--- src/rtl/xyolo_macc_pool_pkg.sv ---
`default_nettype none
// +----------------------------------------------------------------------+
// | xyolo_macc_pool_pkg : shared types and codes for the YOLO MAC/pool   |
// | Revision 1.0                                                         |
// +----------------------------------------------------------------------+
package xyolo_macc_pool_pkg;

  typedef enum logic [1:0] {
    ST_IDLE  = 2'd0,
    ST_RUN   = 2'd1,
    ST_DRAIN = 2'd2
  } state_t;

  localparam logic [1:0] ACT_NONE  = 2'd0;
  localparam logic [1:0] ACT_RELU  = 2'd1;
  localparam logic [1:0] ACT_LEAKY = 2'd2;

  localparam int LEN_W_DEF    = 12;
  localparam int MP_W_DEF     = 3;
  localparam int DRAIN_CYCLES = 4;

endpackage
`default_nettype wire

--- src/rtl/xyolo_postproc.sv ---
`default_nettype none
// +----------------------------------------------------------------------+
// | xyolo_postproc : shift, activation, saturation with output register  |
// | Revision 1.0                                                         |
// +----------------------------------------------------------------------+
module xyolo_postproc
  import xyolo_macc_pool_pkg::*;
#(
  parameter int ACC_W    = 40,
  parameter int OUT_W    = 16,
  parameter int SHIFT_W  = 5,
  parameter int LEAKY_SH = 3
) (
  input  logic                     clk,
  input  logic                     rst,
  input  logic                     in_valid,
  input  logic                     in_last,
  input  logic signed [ACC_W-1:0]  acc,
  input  logic [SHIFT_W-1:0]       shift,
  input  logic [1:0]               act_mode,
  input  logic                     sat_en,
  output logic                     out_valid,
  output logic                     out_last,
  output logic signed [OUT_W-1:0]  out_data
);

  localparam logic signed [ACC_W-1:0] MAX_V = {{(ACC_W-OUT_W+1){1'b0}}, {(OUT_W-1){1'b1}}};
  localparam logic signed [ACC_W-1:0] MIN_V = {{(ACC_W-OUT_W+1){1'b1}}, {(OUT_W-1){1'b0}}};

  logic signed [ACC_W-1:0] shifted;
  logic signed [ACC_W-1:0] act_v;
  logic signed [OUT_W-1:0] res;

  always_comb begin
    shifted = acc >>> shift;
    act_v   = shifted;
    case (act_mode)
      ACT_RELU:  if (shifted < 0) act_v = '0;
      ACT_LEAKY: if (shifted < 0) act_v = shifted >>> LEAKY_SH;
      default:   act_v = shifted;
    endcase
    res = act_v[OUT_W-1:0];
    if (sat_en) begin
      if (act_v > MAX_V)      res = MAX_V[OUT_W-1:0];
      else if (act_v < MIN_V) res = MIN_V[OUT_W-1:0];
    end
  end

  always_ff @(posedge clk or posedge rst) begin
    if (rst) begin
      out_valid <= 1'b0;
      out_last  <= 1'b0;
      out_data  <= '0;
    end else begin
      out_valid <= in_valid;
      out_last  <= in_valid & in_last;
      if (in_valid) out_data <= res;
    end
  end

endmodule
`default_nettype wire

--- src/rtl/xyolo_macc_pool.sv ---
`default_nettype none
// +----------------------------------------------------------------------+
// | xyolo_macc_pool : self-sequenced signed MAC, post-process, max-pool  |
// | Revision 1.0                                                         |
// +----------------------------------------------------------------------+
module xyolo_macc_pool
  import xyolo_macc_pool_pkg::*;
#(
  parameter int DATA_W   = 16,
  parameter int ACC_W    = 2*DATA_W+8,
  parameter int OUT_W    = 16,
  parameter int LEN_W    = 12,
  parameter int SHIFT_W  = 5,
  parameter int MP_W     = 3,
  parameter int LEAKY_SH = 3
) (
  input  logic                     clk,
  input  logic                     rst,
  input  logic                     run,
  input  logic [LEN_W-1:0]         acc_len,
  input  logic [LEN_W-1:0]         n_groups,
  input  logic [SHIFT_W-1:0]       shift,
  input  logic                     bias_en,
  input  logic [1:0]               act_mode,
  input  logic                     sat_en,
  input  logic [MP_W-1:0]          mp_len,
  input  logic                     in_valid,
  input  logic signed [DATA_W-1:0] op_a,
  input  logic signed [DATA_W-1:0] op_b,
  input  logic signed [DATA_W-1:0] op_c,
  output logic                     in_ready,
  output logic signed [OUT_W-1:0]  out_data,
  output logic                     out_valid,
  output logic                     busy,
  output logic                     done
);

  state_t               state;
  logic [1:0]           drain_cnt;
  logic [LEN_W-1:0]     cfg_len, cfg_ng, smp_cnt, grp_cnt;
  logic [SHIFT_W-1:0]   cfg_shift;
  logic                 cfg_bias, cfg_sat;
  logic [1:0]           cfg_act;
  logic [MP_W-1:0]      cfg_mp;

  logic accept, smp_last, grp_last;
  assign accept   = in_valid & in_ready;
  assign smp_last = (smp_cnt == cfg_len - LEN_W'(1));
  assign grp_last = (grp_cnt == cfg_ng - LEN_W'(1));

  always_ff @(posedge clk or posedge rst) begin
    if (rst) begin
      state     <= ST_IDLE;
      in_ready  <= 1'b0;
      busy      <= 1'b0;
      done      <= 1'b0;
      drain_cnt <= '0;
      smp_cnt   <= '0;
      grp_cnt   <= '0;
      cfg_len   <= '0;
      cfg_ng    <= '0;
      cfg_shift <= '0;
      cfg_bias  <= 1'b0;
      cfg_act   <= ACT_NONE;
      cfg_sat   <= 1'b0;
      cfg_mp    <= '0;
    end else begin
      done <= 1'b0;
      case (state)
        ST_IDLE: begin
          if (run) begin
            cfg_len   <= acc_len;
            cfg_ng    <= n_groups;
            cfg_shift <= shift;
            cfg_bias  <= bias_en;
            cfg_act   <= act_mode;
            cfg_sat   <= sat_en;
            cfg_mp    <= mp_len;
            smp_cnt   <= '0;
            grp_cnt   <= '0;
            // Empty runs finish immediately without touching the datapath
            if (acc_len == '0 || n_groups == '0) begin
              done <= 1'b1;
            end else begin
              state    <= ST_RUN;
              in_ready <= 1'b1;
              busy     <= 1'b1;
            end
          end
        end
        ST_RUN: begin
          if (accept) begin
            if (smp_last) begin
              smp_cnt <= '0;
              grp_cnt <= grp_cnt + LEN_W'(1);
              if (grp_last) begin
                state     <= ST_DRAIN;
                in_ready  <= 1'b0;
                drain_cnt <= '0;
              end
            end else begin
              smp_cnt <= smp_cnt + LEN_W'(1);
            end
          end
        end
        ST_DRAIN: begin
          if (drain_cnt == 2'(DRAIN_CYCLES-1)) begin
            state <= ST_IDLE;
            busy  <= 1'b0;
            done  <= 1'b1;
          end else begin
            drain_cnt <= drain_cnt + 2'd1;
          end
        end
        default: begin
          state    <= ST_IDLE;
          in_ready <= 1'b0;
          busy     <= 1'b0;
        end
      endcase
    end
  end

  logic                     v1, first1, last1, fin1;
  logic signed [DATA_W-1:0] a1, b1, c1;
  logic                     v2, first2, last2, fin2;
  logic signed [ACC_W-1:0]  prod2;
  logic signed [DATA_W-1:0] c2;
  logic signed [2*DATA_W-1:0] prod_full;
  logic signed [ACC_W-1:0]  bias_sh, acc_base, acc;
  logic                     grp_v3, fin3;

  assign prod_full = a1 * b1;
  assign bias_sh   = ACC_W'(c2) <<< cfg_shift;
  // A group's first product replaces the running sum, so back-to-back groups need no bubble
  assign acc_base  = !first2 ? acc : (cfg_bias ? bias_sh : '0);

  always_ff @(posedge clk or posedge rst) begin
    if (rst) begin
      v1 <= 1'b0; first1 <= 1'b0; last1 <= 1'b0; fin1 <= 1'b0;
      a1 <= '0; b1 <= '0; c1 <= '0;
      v2 <= 1'b0; first2 <= 1'b0; last2 <= 1'b0; fin2 <= 1'b0;
      prod2 <= '0; c2 <= '0;
      grp_v3 <= 1'b0; fin3 <= 1'b0; acc <= '0;
    end else begin
      v1 <= accept;
      if (accept) begin
        a1     <= op_a;
        b1     <= op_b;
        c1     <= op_c;
        first1 <= (smp_cnt == '0);
        last1  <= smp_last;
        fin1   <= smp_last & grp_last;
      end
      v2 <= v1;
      if (v1) begin
        prod2  <= ACC_W'(prod_full);
        c2     <= c1;
        first2 <= first1;
        last2  <= last1;
        fin2   <= fin1;
      end
      grp_v3 <= v2 & last2;
      fin3   <= v2 & fin2;
      if (v2) acc <= acc_base + prod2;
    end
  end

  logic                    pp_valid, pp_last;
  logic signed [OUT_W-1:0] pp_data;

  xyolo_postproc #(
    .ACC_W    (ACC_W),
    .OUT_W    (OUT_W),
    .SHIFT_W  (SHIFT_W),
    .LEAKY_SH (LEAKY_SH)
  ) u_postproc (
    .clk       (clk),
    .rst       (rst),
    .in_valid  (grp_v3),
    .in_last   (fin3),
    .acc       (acc),
    .shift     (cfg_shift),
    .act_mode  (cfg_act),
    .sat_en    (cfg_sat),
    .out_valid (pp_valid),
    .out_last  (pp_last),
    .out_data  (pp_data)
  );

  logic [MP_W-1:0]         pool_cnt, mp_last_idx;
  logic signed [OUT_W-1:0] pool_max, pool_cur;

  assign mp_last_idx = (cfg_mp == '0) ? '0 : cfg_mp - MP_W'(1);
  assign pool_cur    = (pool_cnt == '0 || pp_data > pool_max) ? pp_data : pool_max;

  always_ff @(posedge clk or posedge rst) begin
    if (rst) begin
      pool_cnt  <= '0;
      pool_max  <= '0;
      out_valid <= 1'b0;
      out_data  <= '0;
    end else begin
      out_valid <= 1'b0;
      if (pp_valid) begin
        // The run's final result closes the window even when it is partial
        if (pool_cnt == mp_last_idx || pp_last) begin
          out_valid <= 1'b1;
          out_data  <= pool_cur;
          pool_cnt  <= '0;
        end else begin
          pool_max <= pool_cur;
          pool_cnt <= pool_cnt + MP_W'(1);
        end
      end
    end
  end

endmodule
`default_nettype wire

--- config.mk ---
export PLATFORM = sky130hd
export DESIGN_NAME = xyolo_macc_pool
export DESIGN_NICKNAME = d
export VERILOG_FILES = /design/src/rtl/xyolo_macc_pool_pkg.sv /design/src/rtl/xyolo_postproc.sv /design/src/rtl/xyolo_macc_pool.sv
export SDC_FILE = /design/constraint.sdc
export NUM_CORES = 2
export LEC_CHECK = 0
export ABC_AREA = 1
export CAP_MARGIN = 30
export CORE_UTILIZATION = 46
export DETAILED_ROUTE_END_ITERATION = 7
export HOLD_SLACK_MARGIN = 0.08
export PLACE_DENSITY = 0.67
export SYNTH_ARGS = -nofsm -noshare
export SYNTH_HDL_FRONTEND = slang
export SYNTH_HIERARCHICAL = 1
export SYNTH_SLANG_ARGS = --single-unit
--- constraint.sdc ---
create_clock -name clk -period 25.3 [get_ports clk]
set_clock_uncertainty 0.2 [all_clocks]
set_input_delay 5.06 -clock clk [delete_from_list [all_inputs] [get_ports clk]]
set_output_delay 5.06 -clock clk [all_outputs]
set_load 0.05 [all_outputs]
==> results by group <==
Outcome
  – Status: complete, but fails checks
  – Failing checks: DRC

Worst hold path
  – Hold EP: u_postproc/out_last
  – Worst hold start: fin3
  – Hold path depth: 2
  – Hold Crit Class: reg -> reg

Clock network
  – Worst skew pair latency: 0.59 ns
  – CTS tree: yes
  – Post-CTS Hold Fix Bufs: 0
  – Max clock buf depth: 3
  – PostCTS Resize Cnt: 0
  – H-tree lvl count: 1
  – Clk sink count: 267
  – Clock-pin slew on the worst setup and hold paths: 0.06 ns
  – Clk Tree Root Cell: clkbuf_16
  – Cts bufs inserted: 31
  – Setup Buffers After CTS: 0

Floorplanning
  – Initial core utilization: 46.5%
  – Die Ht: 257 um
  – Core area: 64300 um2
  – IO Pins: 108
  – Rows: 93
  – Die Wd: 257 um
  – Die Area: 66000 um2

Critical path
  – Top cell family by delay on the critical path: buffers and inverters
  – Crit path largest cell delay: 0.84 ns
  – Worst Setup SP: in_ready
  – CP Launch Type: flip-flop
  – WP data required: 20.04 ns
  – R2R cell count: 18
  – Worst path cell trace: clkdlybuf4s50_1
  – Crit path DAT: 1.84 ns
  – CP endpoint kind: primary output
  – Critical path type: reg -> out
  – Crit path max fanout: 3
  – CP Buf/Inv Count: 1
  – Crit-path slowest cell: clkdlybuf4s50_1
  – RR Startpoint: b1[4]
  – Reg2Reg Capture Point: prod2[31]
  – R2R setup slack: 18.38 ns

Routing
  – Total Wirelength: 86800 um
  – DR pass1 iterations: 8
  – Vias: 27500
  – WL/cell: 16.7 um
  – DRT iter0 DRCs: 2665
  – Antenna viol nets, final: 0
  – # DRC: 1
  – Vias per inst: 5.28

Logic synthesis
  – Post-Syn Nets: 4853
  – Distinct cells, synth: 59
  – Number of synthesized flops with an enable pin: 0
  – Top cell type by total area after synthesis: dfrtp_1
  – Async SR Flop Fraction: 100%
  – Yosys top cell area share: 22.3%
  – Commonest cells in the netlist: nand2_1, inv_1, nand3_1
  – #FFs+latches synth: 267
  – Seq/Total Area, Yosys: 22.3%
  – Leading post-synthesis cells by cell area: dfrtp_1, fa_1, nand2_1
  – Yosys warns: 6
  – Post-synth top flop: dfrtp_1
  – Mapped cell area: 29900 um2
  – Count leader, synth: nand2_1
  – Post-Synthesis Cells: 4353
  – Avg Cell Area, Syn: 6.87 um2

Place
  – Placed cells: 5145
  – GPL Wtd Cong: 0.961
  – IO Port Bufs: 107
  – Dpl hpwl: 68400 um

GRT
  – Global-route congestion overflow total: 0
  – First-pass GRT wire length: 142000 um
  – GRT Overall Usage: 26.6%
  – Initial antenna violation count: 1
  – Vias in the first global route: 26800
  – Largest net degree at the start of global routing: 119

Final layout
  – Fin nets: 4825
  – Fraction of layout cells with a size suffix above 1: 3.24%
  – Syn-to-layout area delta: 8.97%
  – Final Util: 50.6%
  – Fin cells: 5205

Run
  – # Max-Cap Violations: 0

STA
  – Final Hold Vio Count: 0
  – Final Cycle Share: 28.1%
  – Fmax: 141 MHz
  – Slew margin rel.: 36.2%
  – RSZ-0062 raised after global routing: no
  – Slew of the pin with the lowest slew margin: 0.956 ns
  – Min Tclk post-route: 7.10 ns
  – # setup viols final: 0
  – Slew Limit Fails: 0
  – Setup TNS: 0 ns
[per-layer routing]
metal	share of wire (%)	global-route usage [%]	vias up
li1	-	-	13500
met1	46	38.0	13000
met2	45	43.1	805
met3	5.4	2.55	129
met4	2.9	7.18	0
met5	0	0	-
[layout make-up]
type                       count  area (um2)
fill                        6507       31800
multi-input combinational   3141       19600
sequential                   267        6690
inverter                     751        2830
timing repair buffer         133        1320
tap                          855        1070
clock buffer                  47         896
clock inverter                10         206
antenna                        1        2.50
[registers in the layout (all words and copies together), names as in the netlist, 12 cells and up]
| register | cells |
|---|---|
| b1 | 16 |
| acc | 40 |
| out_data | 16 |
| prod2 | 32 |
| cfg_len | 12 |
| c2 | 16 |
| grp_cnt | 12 |
| u_postproc/out_data | 16 |
| a1 | 16 |
| pool_max | 16 |
| smp_cnt | 12 |
| c1 | 16 |
| cfg_ng | 12 |
[cells in the final DEF (no fill, tap or decap), drive strengths merged, types with 2 or more instances in the layout]
| master | synthesis | final |
|---|---|---|
| a31oi | 33 | 33 |
| a21oi | 138 | 138 |
| o21bai | 14 | 14 |
| and3 | 2 | 2 |
| dfrtp | 267 | 267 |
| clkbuf | 137 | 47 |
| o31ai | 6 | 6 |
| bufinv | 0 | 6 |
| nand3b | 5 | 5 |
| fa | 263 | 263 |
| clkdlybuf4s50 | 0 | 107 |
| o21a | 7 | 7 |
| a22oi | 8 | 8 |
| a21o | 7 | 7 |
| xor2 | 39 | 39 |
| o211ai | 3 | 3 |
| xnor2 | 23 | 23 |
| nor2 | 268 | 268 |
| a21boi | 4 | 4 |
| o21ai | 227 | 227 |
| nor3 | 27 | 27 |
| inv | 748 | 749 |
| nand3 | 524 | 524 |
| o32ai | 4 | 4 |
| nand2 | 1299 | 1299 |
| nor4 | 11 | 11 |
| ha | 149 | 149 |
| clkinv | 3 | 5 |
| o22ai | 16 | 16 |
| nand4 | 34 | 34 |
| or2 | 17 | 17 |
| buf | 57 | 26 |
[worst max path at each step]
stage,cells past startpoint,end,slack (ns)
after floorplan,1,a1[0],13.20
after detailed placement,9,in_ready,17.55
after global routing,18,prod2[31],17.92
after global placement,9,in_ready,17.63
final,1,in_ready,18.20
after CTS,9,in_ready,18.17
[per-stage QoR]
stage / hold slack [ns] / worst slack (ns) / cell area, um2
2_1_floorplan: 0.152 / 13.20 / 29900
3_3_place_gp: 0.214 / 17.63 / 31400
3_5_place_dp: 0.221 / 17.55 / 31400
4_1_cts: 0.239 / 18.17 / 32500
5_1_grt: 0.298 / 17.92 / 32600
6_report: 0.236 / 18.20 / 32600
[kinds of logic (layout without fill, tap and decap cells)]
group                    after synthesis  count (layout)  synth area share (%)
other                                  0               1                     0
AO/OA/AOI/OAI                        475             475                  8.90
multiplexers                           1               1                0.0335
flip-flops                           267             267                  22.3
adder cells (fa/ha/maj)              412             412                  23.8
buffers and inverters                945             941                  12.2
AND/OR/NAND/NOR                     2190            2190                  30.7
XOR/XNOR                              63              63                  1.89
Power is not shown: default switching activity piles up to over one toggle a cycle in this logic, so the estimate is an artifact.
